**src/rtl/bit_serial_pkg.sv**
```systemverilog
// Shared types and constants for the bit-serial adder controller.
//   state_e       : controller state encoding (IDLE, RUN, DONE), 2 bits
//   DEFAULT_WIDTH : default operand width
package bit_serial_pkg;

  localparam int DEFAULT_WIDTH = 8;

  typedef enum logic [1:0] {
    IDLE = 2'd0,
    RUN  = 2'd1,
    DONE = 2'd2
  } state_e;

endpackage

```
**src/rtl/serial_fa_cell.sv**
```systemverilog
// 1-bit combinational full adder, stepped once per clock by the controller.
//   a_i, b_i : operand bits
//   c_i      : carry in
//   s_o      : sum bit
//   co_o     : carry out
module serial_fa_cell (
  input  logic a_i,
  input  logic b_i,
  input  logic c_i,
  output logic s_o,
  output logic co_o
);

  assign s_o  = a_i ^ b_i ^ c_i;
  assign co_o = (a_i & b_i) | (c_i & (a_i ^ b_i));

endmodule

```
**src/rtl/bit_serial_adder_ctrl.sv**
```systemverilog
// Bit-serial adder sequencer: latches operands on start, adds one bit per
// clock (LSB first) through a single full-adder cell, then presents the
// result with a one-cycle done pulse.
//   clk, rst      : clock, synchronous active-high reset
//   start         : request, honoured in IDLE or DONE
//   a, b, cin     : operands and carry-in, captured on the accepting edge
//   busy          : high while the addition is in progress
//   done          : one-cycle pulse, result valid
//   sum, cout     : WIDTH-bit result and carry out of the MSB
//   ovf           : two's-complement overflow
module bit_serial_adder_ctrl
  import bit_serial_pkg::*;
#(
  parameter int WIDTH = DEFAULT_WIDTH
) (
  input  logic             clk,
  input  logic             rst,
  input  logic             start,
  input  logic [WIDTH-1:0] a,
  input  logic [WIDTH-1:0] b,
  input  logic             cin,
  output logic             busy,
  output logic             done,
  output logic [WIDTH-1:0] sum,
  output logic             cout,
  output logic             ovf
);

  localparam int CW = $clog2(WIDTH);

  state_e           state_q;
  logic [WIDTH-1:0] a_sr_q, b_sr_q, s_sr_q;
  logic [WIDTH-1:0] a_sr_d, b_sr_d, s_sr_d;
  logic             carry_q;
  logic [CW-1:0]    cnt_q;
  logic             busy_q, done_q;
  logic [WIDTH-1:0] sum_q;
  logic             cout_q, ovf_c_q;
  logic             fa_s, fa_co;
  logic             last;

  serial_fa_cell u_cell (
    .a_i  (a_sr_q[0]),
    .b_i  (b_sr_q[0]),
    .c_i  (carry_q),
    .s_o  (fa_s),
    .co_o (fa_co)
  );

  always_comb begin
    a_sr_d = a_sr_q >> 1;
    b_sr_d = b_sr_q >> 1;
    s_sr_d = {fa_s, s_sr_q[WIDTH-1:1]};
    last   = (cnt_q == CW'(WIDTH - 1));
  end

  always_ff @(posedge clk) begin
    if (rst) begin
      state_q <= IDLE;
      a_sr_q  <= '0;
      b_sr_q  <= '0;
      s_sr_q  <= '0;
      carry_q <= 1'b0;
      cnt_q   <= '0;
      busy_q  <= 1'b0;
      done_q  <= 1'b0;
      sum_q   <= '0;
      cout_q  <= 1'b0;
      ovf_c_q <= 1'b0;
    end else begin
      case (state_q)
        RUN: begin
          a_sr_q  <= a_sr_d;
          b_sr_q  <= b_sr_d;
          s_sr_q  <= s_sr_d;
          carry_q <= fa_co;
          cnt_q   <= cnt_q + CW'(1);
          if (last) begin
            // carry_q here is the carry into the MSB
            state_q <= DONE;
            busy_q  <= 1'b0;
            done_q  <= 1'b1;
            sum_q   <= s_sr_d;
            cout_q  <= fa_co;
            ovf_c_q <= carry_q;
            cnt_q   <= '0;
          end
        end
        default: begin  // IDLE and DONE both accept a new request
          done_q <= 1'b0;
          if (start) begin
            state_q <= RUN;
            busy_q  <= 1'b1;
            a_sr_q  <= a;
            b_sr_q  <= b;
            s_sr_q  <= '0;
            carry_q <= cin;
            cnt_q   <= '0;
            sum_q   <= '0;
            cout_q  <= 1'b0;
            ovf_c_q <= 1'b0;
          end else begin
            state_q <= IDLE;
            busy_q  <= 1'b0;
          end
        end
      endcase
    end
  end

  assign busy = busy_q;
  assign done = done_q;
  assign sum  = sum_q;
  assign cout = cout_q;
  // Overflow is carry-in XOR carry-out of the MSB, both held in registers.
  assign ovf  = ovf_c_q ^ cout_q;

endmodule

```
**config.mk**
```make
export PLATFORM = sky130hd
export DESIGN_NAME = bit_serial_adder_ctrl
export DESIGN_NICKNAME = d
export VERILOG_FILES = /design/src/rtl/bit_serial_pkg.sv /design/src/rtl/serial_fa_cell.sv /design/src/rtl/bit_serial_adder_ctrl.sv
export SDC_FILE = /design/constraint.sdc
export NUM_CORES = 1
export LEC_CHECK = 0
export CAP_MARGIN = 20
export CELL_PAD_IN_SITES_DETAIL_PLACEMENT = 1
export CELL_PAD_IN_SITES_GLOBAL_PLACEMENT = 1
export CORE_AREA = 2 2 73 75
export CTS_BUF_LIST = sky130_fd_sc_hd__clkbuf_8
export CTS_CLUSTER_DIAMETER = 40
export DETAILED_ROUTE_END_ITERATION = 10
export DIE_AREA = 0 0 75 77
export PLACE_DENSITY_LB_ADDON = 0.1
export SYNTH_ARGS = -nofsm -noshare
export SYNTH_HDL_FRONTEND = slang
export SYNTH_SLANG_ARGS = --single-unit
```
**constraint.sdc**
```tcl
create_clock -name clk -period 2 [get_ports clk]
set_input_delay 0.3 -clock clk [delete_from_list [all_inputs] [get_ports clk]]
set_output_delay 0.3 -clock clk [all_outputs]
set_load 0.01 [all_outputs]
```
==> qor.log, run 1 <==
INFO  status         status=completed
INFO  clocking       hold_buffer_count_at_cts=0
INFO  clocking       tritoncts_num_sinks=40
INFO  synthesis      synth_top_family_by_area=compound AO/OA/AOI/OAI gates
INFO  floorplan      io-pin-count=32
INFO  setup_path     cpMaxStageDelayCell=sky130_fd_sc_hd__clkdlybuf4s50_1
INFO  timing         hold_violations=0
INFO  global_route   fraction_of_met2_tracks_used_by_global_routing=22.4%
INFO  floorplan      die_y=77um
INFO  cells_and_area drive_above_1_share=11.3%
INFO  global_route   global_route.peak_usage_layer=met2
INFO  global_route   grt_overflow=0
INFO  clocking       cts-buffers-inserted=5
INFO  timing         hold_ws=0.478ns
INFO  detailed_routing first_pass_iters=4
INFO  timing         period_share=83.1%
INFO  global_route   grt_pass1_wl=6.14mm
INFO  timing         slew_violations=0
INFO  power_and_ir_drop finalPower=1.64mW
INFO  synthesis      synth_cell_type_count=28
INFO  detailed_routing post-route-drc-count=0
INFO  cells_and_area num-fill-cells=560
INFO  detailed_routing antenna_violating_nets_post_route=0
INFO  clocking       cts_post_setup_buffers_inserted=0
INFO  detailed_routing routed_via_density=4.88
INFO  setup_path     worstSetupPathType=register to primary output
INFO  run            timing.max_cap.violations=0
INFO  cells_and_area antenna_cells_inserted=0
INFO  clocking       cts.reportedPaths.clkPinSlew=0.07ns
INFO  power_and_ir_drop power.density_cell_area=775nW/um^2
INFO  timing         tightestPinTransition=0.371ns
INFO  cells_and_area final_cell_mix=40 x sky130_fd_sc_hd__dfxtp_1, 31 x sky130_fd_sc_hd__clkdlybuf4s50_1, 17 x sky130_fd_sc_hd__nor2_1
INFO  cells_and_area finalCoreUtilization=42.6%
INFO  global_route   antenna_found_initial=0
INFO  setup_path     path_max_fanout=3
INFO  detailed_routing routed_wirelength=3.64mm
INFO  clocking       insertion_delay=0.29ns
INFO  timing         report.final.setup_viol=0
INFO  timing         clock.fmax=0.602GHz
INFO  clocking       h_tree_levels=2
INFO  setup_path     cp_data_required_time=1.70ns
INFO  timing         min_clock_period_post_route=1.66ns
INFO  timing         post-route-worst-setup-slack=0.339ns
INFO  setup_path     arrival=1.36ns
INFO  synthesis      syn-num-nets=188
INFO  global_route   pin_count_of_the_biggest_net_entering_global_routing=36
INFO  timing         maxSlewHeadroom=75.1%
INFO  synthesis      synth_area_per_cell=10.1um^2
INFO  synthesis      yosysWarningCount=0
INFO  global_route   globalRouteMet3Util=4.47%
INFO  setup_path     worstSetupEndpointType=primary output
INFO  power_and_ir_drop worst_ir_drop_vdd=0.300mV
INFO  setup_path     critical_path.startpoint_type=register
INFO  setup_path     critical-path-max-stage-delay=0.55ns
INFO  floorplan      die_width=75um
INFO  hold_path      min_path_type=register to register
INFO  placement      global_placement_routability_congestion=0.764
INFO  synthesis      synthMuxAreaShare=9.60%
INFO  clocking       cts-root-buf=sky130_fd_sc_hd__clkbuf_8
INFO  detailed_routing vias=1,288
INFO  cells_and_area area_delta_synth_final=27.0%
INFO  global_route   grt_usage=14.1%
INFO  floorplan      floorplan.core_area=4980um^2
INFO  floorplan      row_count=26
INFO  global_route   vias_in_the_first_global_route=1,313
INFO  power_and_ir_drop p_leak=0.839nW
INFO  synthesis      synth-simple-area-share=12.7%
INFO  cells_and_area final_common_cell=sky130_fd_sc_hd__dfxtp_1
INFO  timing         setup_tns=0ns
INFO  synthesis      synthesis.area=1670um^2
INFO  cells_and_area nNetsFinal=217
INFO  synthesis      synth_xor_xnor_area_share=0.525%
INFO  clocking       cts_tree=yes
INFO  floorplan      floorplan.initialDensity=33.5%
INFO  detailed_routing detailedRoute.firstIterationViolations=57
INFO  placement      dpl_worst_slack=0.397ns
INFO  placement      post_detailed_placement_half_perimeter_wirelength=2.58mm
INFO  global_route   grtUsageMet1=16.9%
INFO  timing         grt_setup_unrepaired=false
INFO  synthesis      synth_compound_area_share=19.6%
INFO  floorplan      die_area=5780um^2
INFO  placement      place.port_buffers=31
INFO  clocking       clk_path_buf_depth=2
INFO  detailed_routing wl_per_cell=13.8um
INFO  setup_path     setup.reg_to_reg.worst_slack=0.41ns
INFO  setup_path     cp_cell_sequence=xor2_1 > clkdlybuf4s50_1
INFO  synthesis      postSynthCellCount=165
INFO  clocking       ctsResizeCount=0
INFO  synthesis      flip_flop_and_latch_count_after_synthesis=40
INFO  timing         fin_worst_skew=0.00429ns
INFO  synthesis      synth-seq-area-share=48.0%
INFO  synthesis      adder_cell_share_of_the_synthesized_area=2.70%
report_power, final:
group	switching, mW	internal (mW)	leakage, nW
clock network	0.270	0.307	0.0503
registers	0.0214	0.833	0.327
logic	0.107	0.104	0.462
total	0.398	1.24	0.839
worst max-delay path: cells and delay by family (launching register included):
kind,cells,cell delay (ns)
buffers and inverters,1,0.55
DFF,1,0.37
xor gates and xnor gates,1,0.16
sequential cells by signal, summed over array words and instances, names as in the netlist, 2 cells and up:
register / count
sum: 8
a_sr_q: 8
b_sr_q: 8
cnt_q: 3
state_q: 2
s_sr_q: 7
layout make-up:
class / instances / area, um^2 / area share, %
clock buffer: 7 / 96.3 / 4.55
sequential: 40 / 801 / 37.8
multi-input combinational: 105 / 752 / 35.5
tap: 70 / 87.6 / 4.13
timing repair buffer: 36 / 360 / 17.0
inverter: 6 / 22.5 / 1.06
synth_stat cells:
master,n,share of area (%)
sky130_fd_sc_hd__nor3_1,3,0.90
sky130_fd_sc_hd__nor2b_2,1,0.52
sky130_fd_sc_hd__and3_1,1,0.38
sky130_fd_sc_hd__fa_1,1,1.2
sky130_fd_sc_hd__a211oi_1,6,2.7
sky130_fd_sc_hd__a31oi_1,2,0.75
sky130_fd_sc_hd__clkbuf_1,3,0.67
sky130_fd_sc_hd__ha_1,2,1.5
sky130_fd_sc_hd__nand3_1,8,2.4
sky130_fd_sc_hd__buf_1,1,0.22
sky130_fd_sc_hd__dfxtp_1,40,48
sky130_fd_sc_hd__nor2_1,17,3.8
sky130_fd_sc_hd__inv_1,6,1.3
sky130_fd_sc_hd__buf_2,3,0.90
sky130_fd_sc_hd__xor2_1,1,0.52
sky130_fd_sc_hd__buf_4,4,1.8
sky130_fd_sc_hd__nor3b_1,1,0.45
sky130_fd_sc_hd__nand2_1,11,2.5
sky130_fd_sc_hd__nand2b_1,2,0.75
sky130_fd_sc_hd__o211ai_1,1,0.45
sky130_fd_sc_hd__o211a_1,2,1.2
sky130_fd_sc_hd__nor4b_1,1,0.52
sky130_fd_sc_hd__a21oi_1,10,3.0
sky130_fd_sc_hd__buf_6,3,2.0
sky130_fd_sc_hd__a22o_1,9,4.7
sky130_fd_sc_hd__mux2i_1,16,9.6
sky130_fd_sc_hd__a211oi_2,9,6.7
sky130_fd_sc_hd__nand3b_1,1,0.45
layer usage:
layer	vias to the layer above	wire length, um
met5	-	0
met4	0	72
met3	7	157
met2	22	1680
met1	619	1730
li1	640	-
path summary, 6_finish.rpt:
check	from	end	cells after the start
worst max-delay path	cout$_SDFFE_PP0P_	ovf	2
worst min-delay path	s_sr_q[3]$_SDFFE_PP0P_	s_sr_q[2]$_SDFFE_PP0P_	2
worst max register to register	cnt_q[0]$_SDFFE_PP0P_	sum[6]$_SDFFE_PP0P_	5
worst min register to register	s_sr_q[3]$_SDFFE_PP0P_	s_sr_q[2]$_SDFFE_PP0P_	2
kinds of logic after synthesis:
logic type                 count (synthesis)
and+or+nand+nor                           46
xor gates and xnor gates                   1
buffers and inverters                     20
DFF                                       40
adders and majority gates                  3
AOI/OAI and AO/OA                         39
muxes                                     16
stage by stage:
stage / instance area, um^2 / instances
finish: 2120 / 264
global route: 2120 / 264
CTS: 2120 / 264
detailed placement: 2020 / 257
global placement: 2020 / 257
floorplan: 1670 / 165
Power figures use the tool's default switching activity.
==> run 2, diff against run 1 <==
Clock period 2 ns to 1.4 ns, I/O delays scaled along.
==> qor.log, run 2 (same netlist as run 1, synthesis figures left out) <==
INFO  cells_and_area finalCoreUtilization=45.2% [+2.7 points]
INFO  clocking       cts-buffers-inserted=5 [unchanged]
INFO  setup_path     critical-path-max-stage-delay=0.52ns [-0.03 ns]
INFO  cells_and_area final_common_cell=sky130_fd_sc_hd__dfxtp_1
INFO  detailed_routing detailedRoute.firstIterationViolations=18 [-68%]
INFO  hold_path      min_path_type=register to register
INFO  setup_path     worstSetupEndpointType=register
INFO  timing         fin_worst_skew=0.00790ns [+0.00361 ns]
INFO  clocking       h_tree_levels=2 [unchanged]
INFO  placement      dpl_worst_slack=-0.175ns [-0.571 ns]
INFO  floorplan      die_area=5780um^2 [unchanged]
INFO  placement      place.port_buffers=31 [unchanged]
INFO  setup_path     critical_path_depth=5 [+3]
INFO  setup_path     path_buf_inv=1 [unchanged]
INFO  global_route   grt_usage=15.0% [+0.96 points]
INFO  detailed_routing routed_via_density=4.92 [+0.85%]
INFO  clocking       cts.reportedPaths.clkPinSlew=0.08ns [about the same]
INFO  global_route   antenna_found_initial=0 [unchanged]
INFO  detailed_routing routed_wirelength=4.05mm [+11%]
INFO  hold_path      holdPathStages=1 [-1]
INFO  cells_and_area area.sequential=808um^2 [+0.94%]
INFO  setup_path     rr_worst_depth=5 [unchanged]
INFO  timing         grt_setup_unrepaired=true
INFO  floorplan      row_count=26 [unchanged]
INFO  cells_and_area final_cell_mix=34 x sky130_fd_sc_hd__dfxtp_1, 19 x sky130_fd_sc_hd__clkdlybuf4s50_1, 17 x sky130_fd_sc_hd__nor2_1
INFO  detailed_routing post-route-drc-count=0 [unchanged]
INFO  placement      global_placement_routability_congestion=0.761 [-0.41%]
INFO  clocking       hold_buffer_count_at_cts=0 [unchanged]
INFO  timing         report.final.setup_viol=1 [+1]
INFO  clocking       tritoncts_num_sinks=40 [unchanged]
INFO  timing         post-route-worst-setup-slack=-0.00155ns [-0.340 ns]
INFO  clocking       cts_tree=yes
INFO  timing         hold_violations=0 [unchanged]
INFO  setup_path     path_max_fanout=2 [-1]
INFO  timing         min_clock_period_post_route=1.40ns
INFO  setup_path     cp_data_required_time=1.64ns [-0.06 ns]
INFO  power_and_ir_drop worst_ir_drop_vdd=0.579mV [+93%]
INFO  setup_path     arrival=1.64ns [+0.28 ns]
INFO  clocking       cts-root-buf=sky130_fd_sc_hd__clkbuf_8
INFO  global_route   vias_in_the_first_global_route=1,379 [+5.0%]
INFO  detailed_routing first_pass_iters=4 [unchanged]
INFO  setup_path     cp_cell_sequence=inv_2 > fa_1 > nor3b_2 > nand2_1 > a21oi_2
INFO  cells_and_area footprint_of_the_multi_input_gates=810um^2 [+7.7%]
INFO  floorplan      floorplan.initialDensity=33.5% [unchanged]
INFO  placement      post_detailed_placement_half_perimeter_wirelength=2.84mm [+10%]
INFO  cells_and_area final_cells=276 [+4.5%]
INFO  clocking       insertion_delay=0.29ns [about the same]
INFO  timing         tightestPinTransition=0.399ns [+0.0272 ns]
INFO  detailed_routing vias=1,358 [+5.4%]
INFO  timing         setup_tns=-0.00155ns [-0.00155 ns]
INFO  status         status=finished, violations left
INFO  power_and_ir_drop power.density_cell_area=1010nW/um^2 [+31%]
INFO  power_and_ir_drop p_leak=1.01nW [+21%]
INFO  status         failed_checks=negative setup slack
INFO  setup_path     critical_path.top_delay_family=adder cells
INFO  placement      place.detailed.instances=267 [+3.9%]
INFO  setup_path     cpMaxStageDelayCell=sky130_fd_sc_hd__fa_1
INFO  timing         maxSlewHeadroom=73.4% [-1.7 points]
INFO  cells_and_area antenna_cells_inserted=0 [unchanged]
INFO  floorplan      floorplan.core_area=4980um^2 [unchanged]
INFO  floorplan      die_y=77um [unchanged]
INFO  detailed_routing antenna_violating_nets_post_route=0 [unchanged]
INFO  floorplan      io-pin-count=32 [unchanged]
INFO  global_route   grt_overflow=0 [unchanged]
INFO  cells_and_area num-fill-cells=582 [+3.9%]
INFO  setup_path     worstSetupPathType=register to register
INFO  run            timing.max_cap.violations=0 [unchanged]
INFO  detailed_routing wl_per_cell=14.7um [+6.5%]
INFO  clocking       clk_path_buf_depth=2 [unchanged]
INFO  timing         hold_ws=0.474ns [-0.00443 ns]
INFO  global_route   grt_pass1_wl=6.60mm [+7.4%]
INFO  setup_path     critical_path.startpoint_type=register
INFO  timing         clock.fmax=0.713GHz
INFO  timing         slew_violations=0 [unchanged]
INFO  cells_and_area area_delta_synth_final=34.9%
INFO  cells_and_area nNetsFinal=229 [+5.5%]
INFO  timing         period_share=100%
INFO  floorplan      die_width=75um [unchanged]
INFO  cells_and_area drive_above_1_share=22.8% [+11 points]
INFO  global_route   pin_count_of_the_biggest_net_entering_global_routing=33 [-8.3%]
==> run 2: area by class of cell <==
type,count,area share [%]
inverters,6,1.00
well taps,70,3.89
multi-input cells,106,35.9
clock inverters,2,0.389
flip-flops and latches,40,35.9
repair buffers,47,19.8
clock buffers,5,3.06
==> run 2: worst reg2reg max path, stage by stage (launching register included) <==
cell	delay, ns
sky130_fd_sc_hd__dfxtp_2	0.34
sky130_fd_sc_hd__inv_2	0.04
sky130_fd_sc_hd__fa_1	0.52
sky130_fd_sc_hd__nor3b_2	0.24
sky130_fd_sc_hd__nand2_1	0.09
sky130_fd_sc_hd__a21oi_2	0.11
==> run 2: what timing repair did <==
action | in CTS | in global routing
setup buffers | 0 | 1
endpoints found under the setup margin | 19 | 17
resized for setup | 14 | 15
pin swaps | 0 | 4
gates cloned | 0 | 1
==> run 2: metrics by stage <==
stage | total power [mW] | area, um^2
2_1_floorplan | 1.45 | 1670
5_1_grt | 2.40 | 2250
4_1_cts | 2.30 | 2180
3_5_place_dp | 1.58 | 2100
6_report | 2.28 | 2250
3_3_place_gp | 1.56 | 2100
==> run 2: final timing paths <==
kind | slack [ns] | to | startpoint
worst max register to register | -0.002 | sum[7]$_SDFFE_PP0P_ | b_sr_q[0]$_SDFFE_PP0P_
worst max-delay path | -0.002 | sum[7]$_SDFFE_PP0P_ | b_sr_q[0]$_SDFFE_PP0P_
worst min-delay path | 0.47 | sum[0]$_SDFFE_PP0P_ | s_sr_q[1]$_SDFFE_PP0P_
worst min register to register | 0.47 | sum[0]$_SDFFE_PP0P_ | s_sr_q[1]$_SDFFE_PP0P_
==> run 2: power by group <==
part	switching (mW)	total [mW]	internal, mW	leakage (nW)
clock network	0.385	0.717	0.331	0.0452
logic	0.168	0.341	0.173	0.640
registers	0.0336	1.23	1.19	0.329
==> run 2: routing by layer <==
metal  wire length, um  vias to the layer above  track usage (%)  share of wire (%)
met1              1740                      660             17.9                 43
met4                72                        0             6.43                1.8
li1                  -                      669                -                  -
met3               185                        7             4.73                4.6
met2              2050                       22             24.3                 51
met5                 0                        -                0                  0
==> run 3, diff against run 2 <==
Settings changed: CAP_MARGIN 20 to not set.
Clock period 1.4 ns to 1.2 ns, I/O delays scaled along.
==> qor.log, run 3 (same netlist as run 1, synthesis figures left out) <==
INFO  status         status=finished, violations left
INFO  status         failed_checks=negative setup slack
INFO  detailed_routing wl_per_cell=13.7um [-6.4%]
INFO  timing         report.final.setup_viol=11 [+10]
INFO  power_and_ir_drop worst_ir_drop_vdd=0.687mV [+19%]
INFO  setup_path     cpMaxStageDelayCell=sky130_fd_sc_hd__fa_1
INFO  setup_path     critical_path.top_delay_family=adder cells
INFO  setup_path     path_max_fanout=2 [unchanged]
INFO  cells_and_area final_design_area_no_fill=2270um^2 [+0.94%]
INFO  timing         maxSlewHeadroom=73.7% [+0.24 points]
INFO  floorplan      floorplan.initialDensity=33.5% [unchanged]
INFO  clocking       tritoncts_num_sinks=40 [unchanged]
INFO  placement      post_detailed_placement_half_perimeter_wirelength=2.66mm [-6.6%]
INFO  setup_path     rr_worst_depth=5 [unchanged]
INFO  setup_path     worstSetupPathType=register to register
INFO  setup_path     worstSetupEndpointType=register
INFO  clocking       cts_tree=yes
INFO  timing         tightestPinTransition=0.395ns [-0.00367 ns]
INFO  timing         grt_setup_unrepaired=true
INFO  global_route   grt_pass1_wl=6.63mm [+0.52%]
INFO  global_route   grt_overflow=0 [unchanged]
INFO  timing         period_share=115% [+15 points]
INFO  hold_path      worstHoldStart=s_sr_q[2]$_SDFFE_PP0P_
INFO  timing         slew_violations=0 [unchanged]
INFO  run            timing.max_cap.violations=0 [unchanged]
INFO  floorplan      die_area=5780um^2 [unchanged]
INFO  setup_path     critical-path-max-stage-delay=0.51ns [about the same]
INFO  setup_path     critical_path.startpoint_type=register
INFO  detailed_routing detailedRoute.firstIterationViolations=44 [+26]
INFO  floorplan      die_width=75um [unchanged]
INFO  power_and_ir_drop p_leak=0.942nW [-7.0%]
INFO  timing         fin_worst_skew=0.00573ns [-0.00218 ns]
INFO  setup_path     cp_data_required_time=1.43ns [-0.21 ns]
INFO  floorplan      floorplan.core_area=4980um^2 [unchanged]
INFO  placement      place.detailed.instances=268 [+0.37%]
INFO  floorplan      row_count=26 [unchanged]
INFO  setup_path     setup.reg_to_reg.worst_slack=-0.18ns [-0.18 ns]
INFO  cells_and_area num-fill-cells=567 [-2.6%]
INFO  timing         hold_violations=0 [unchanged]
INFO  clocking       cts_post_setup_buffers_inserted=0 [unchanged]
INFO  detailed_routing post-route-drc-count=0 [unchanged]
INFO  power_and_ir_drop power.density_cell_area=1280nW/um^2 [+26%]
INFO  setup_path     cp_cell_sequence=inv_2 > fa_1 > nor3b_2 > nand2_1 > a21oi_2
INFO  clocking       cts-root-buf=sky130_fd_sc_hd__clkbuf_8
INFO  clocking       cts-buffers-inserted=5 [unchanged]
INFO  detailed_routing routed_wirelength=3.79mm [-6.4%]
INFO  clocking       h_tree_levels=2 [unchanged]
INFO  setup_path     timing.rr.start=a_sr_q[0]$_SDFFE_PP0P_
INFO  cells_and_area footprint_of_the_multi_input_gates=812um^2 [+0.31%]
INFO  timing         min_clock_period_post_route=1.38ns [-0.0243 ns]
INFO  cells_and_area area_delta_synth_final=36.2%
INFO  cells_and_area area.sequential=815um^2 [+0.77%]
INFO  hold_path      min_path_type=register to register
INFO  clocking       insertion_delay=0.29ns [about the same]
INFO  setup_path     worst_r2r_endpoint=sum[7]$_SDFFE_PP0P_
INFO  cells_and_area drive_above_1_share=27.7% [+4.9 points]
INFO  clocking       cts.reportedPaths.clkPinSlew=0.08ns [about the same]
INFO  floorplan      io-pin-count=32 [unchanged]
INFO  setup_path     arrival=1.60ns [-0.04 ns]
INFO  hold_path      holdPathStages=2 [+1]
INFO  global_route   antenna_found_initial=0 [unchanged]
INFO  detailed_routing antenna_violating_nets_post_route=0 [unchanged]
INFO  placement      global_placement_routability_congestion=0.714 [-6.2%]
INFO  setup_path     path_buf_inv=1 [unchanged]
INFO  detailed_routing vias=1,350 [-0.59%]
INFO  cells_and_area final_cell_mix=31 x sky130_fd_sc_hd__dfxtp_1, 19 x sky130_fd_sc_hd__clkdlybuf4s50_1, 17 x sky130_fd_sc_hd__nor2_1
INFO  floorplan      die_y=77um [unchanged]
INFO  power_and_ir_drop finalPower=2.91mW [+27%]
INFO  placement      placed_cell_area=2140um^2 [+2.0%]
INFO  hold_path      min_to=s_sr_q[1]$_SDFFE_PP0P_
INFO  clocking       clk_path_buf_depth=2 [unchanged]
INFO  global_route   pin_count_of_the_biggest_net_entering_global_routing=31 [-6.1%]
INFO  detailed_routing routed_via_density=4.89 [-0.59%]
INFO  cells_and_area final_cells=276 [unchanged]
INFO  cells_and_area nNetsFinal=228 [-0.44%]
INFO  global_route   vias_in_the_first_global_route=1,412 [+2.4%]
INFO  timing         post-route-worst-setup-slack=-0.177ns [-0.176 ns]
INFO  global_route   grt_usage=14.7% [-0.29 points]
INFO  detailed_routing first_pass_iters=4 [unchanged]
INFO  setup_path     critical_path.startpoint=a_sr_q[0]$_SDFFE_PP0P_
INFO  cells_and_area final_common_cell=sky130_fd_sc_hd__dfxtp_1
INFO  cells_and_area antenna_cells_inserted=0 [unchanged]
INFO  placement      place.port_buffers=31 [unchanged]
INFO  timing         clock.fmax=0.726GHz [+1.8%]
[run 3: cell types whose count changed in the layout (fill, tap and decap cells not counted), sizes merged]
cell,before,now
clkdlybuf4s15,0,1
dlygate4sd2,7,9
bufinv,0,1
buf,16,18
inv,7,6
dlymetal6s2s,5,0
clkinvlp,0,1
o211a,3,2
[run 3: how the worst max path moves through the flow]
stage / end / slack [ns] / cells after the start
5_1_grt: sum[7]$_SDFFE_PP0P_ / -0.25 / 5
3_3_place_gp: a_sr_q[0]$_SDFFE_PP0P_ / -0.26 / 4
3_5_place_dp: carry_q$_SDFFE_PP0P_ / -0.30 / 5
4_1_cts: sum[7]$_SDFFE_PP0P_ / -0.20 / 5
6_report: sum[7]$_SDFFE_PP0P_ / -0.18 / 5
2_1_floorplan: cout$_SDFFE_PP0P_ / -0.05 / 6
[run 3: stage by stage]
step	util, %	TNS (ns)	setup WS (ns)	hold slack [ns]
global placement	43.0	-6.87	-0.258	0.453
detailed placement	43.0	-7.44	-0.304	0.470
finish	45.7	-1.01	-0.177	0.480
floorplan	-	-0.527	-0.0517	0.375
CTS	45.7	-1.12	-0.200	0.481
global route	45.7	-1.85	-0.248	0.509
[run 3: repair_timing]
item | CTS | global route
hold buffers | 0 | 0
endpoints found under the setup margin | 47 | 33
pin swaps | 0 | 2
gates resized for setup | 29 | 8
[run 3: layout make-up]
class,count,share of cell area [%]
multi-input cells,105,35.7
clock inverters,3,1.87
well taps,70,3.85
flip-flops and latches,40,35.8
clock buffers,5,3.03
inverters,6,0.991
repair buffers,47,18.7
[run 3: layer usage]
| metal | track usage, % | wire (um) | vias up |
|---|---|---|---|
| li1 | - | - | 661 |
| met1 | 19.3 | 1770 | 658 |
| met2 | 23.2 | 1820 | 27 |
| met3 | 4.34 | 183 | 4 |
| met4 | 4.29 | 20 | 0 |
| met5 | 0 | 0 | - |
[run 3: where the power goes]
part	internal [mW]	leakage (nW)	switching (mW)
Combinational	0.210	0.557	0.197
Sequential	1.39	0.331	0.0376
Clock	0.615	0.0541	0.461
Total	2.22	0.942	0.695
[run 3: worst min-delay path, cell delays in order, from the launching register on]
cell                      delay, ns
sky130_fd_sc_hd__dfxtp_1       0.33
sky130_fd_sc_hd__nand2_1       0.06
sky130_fd_sc_hd__a21oi_1       0.05
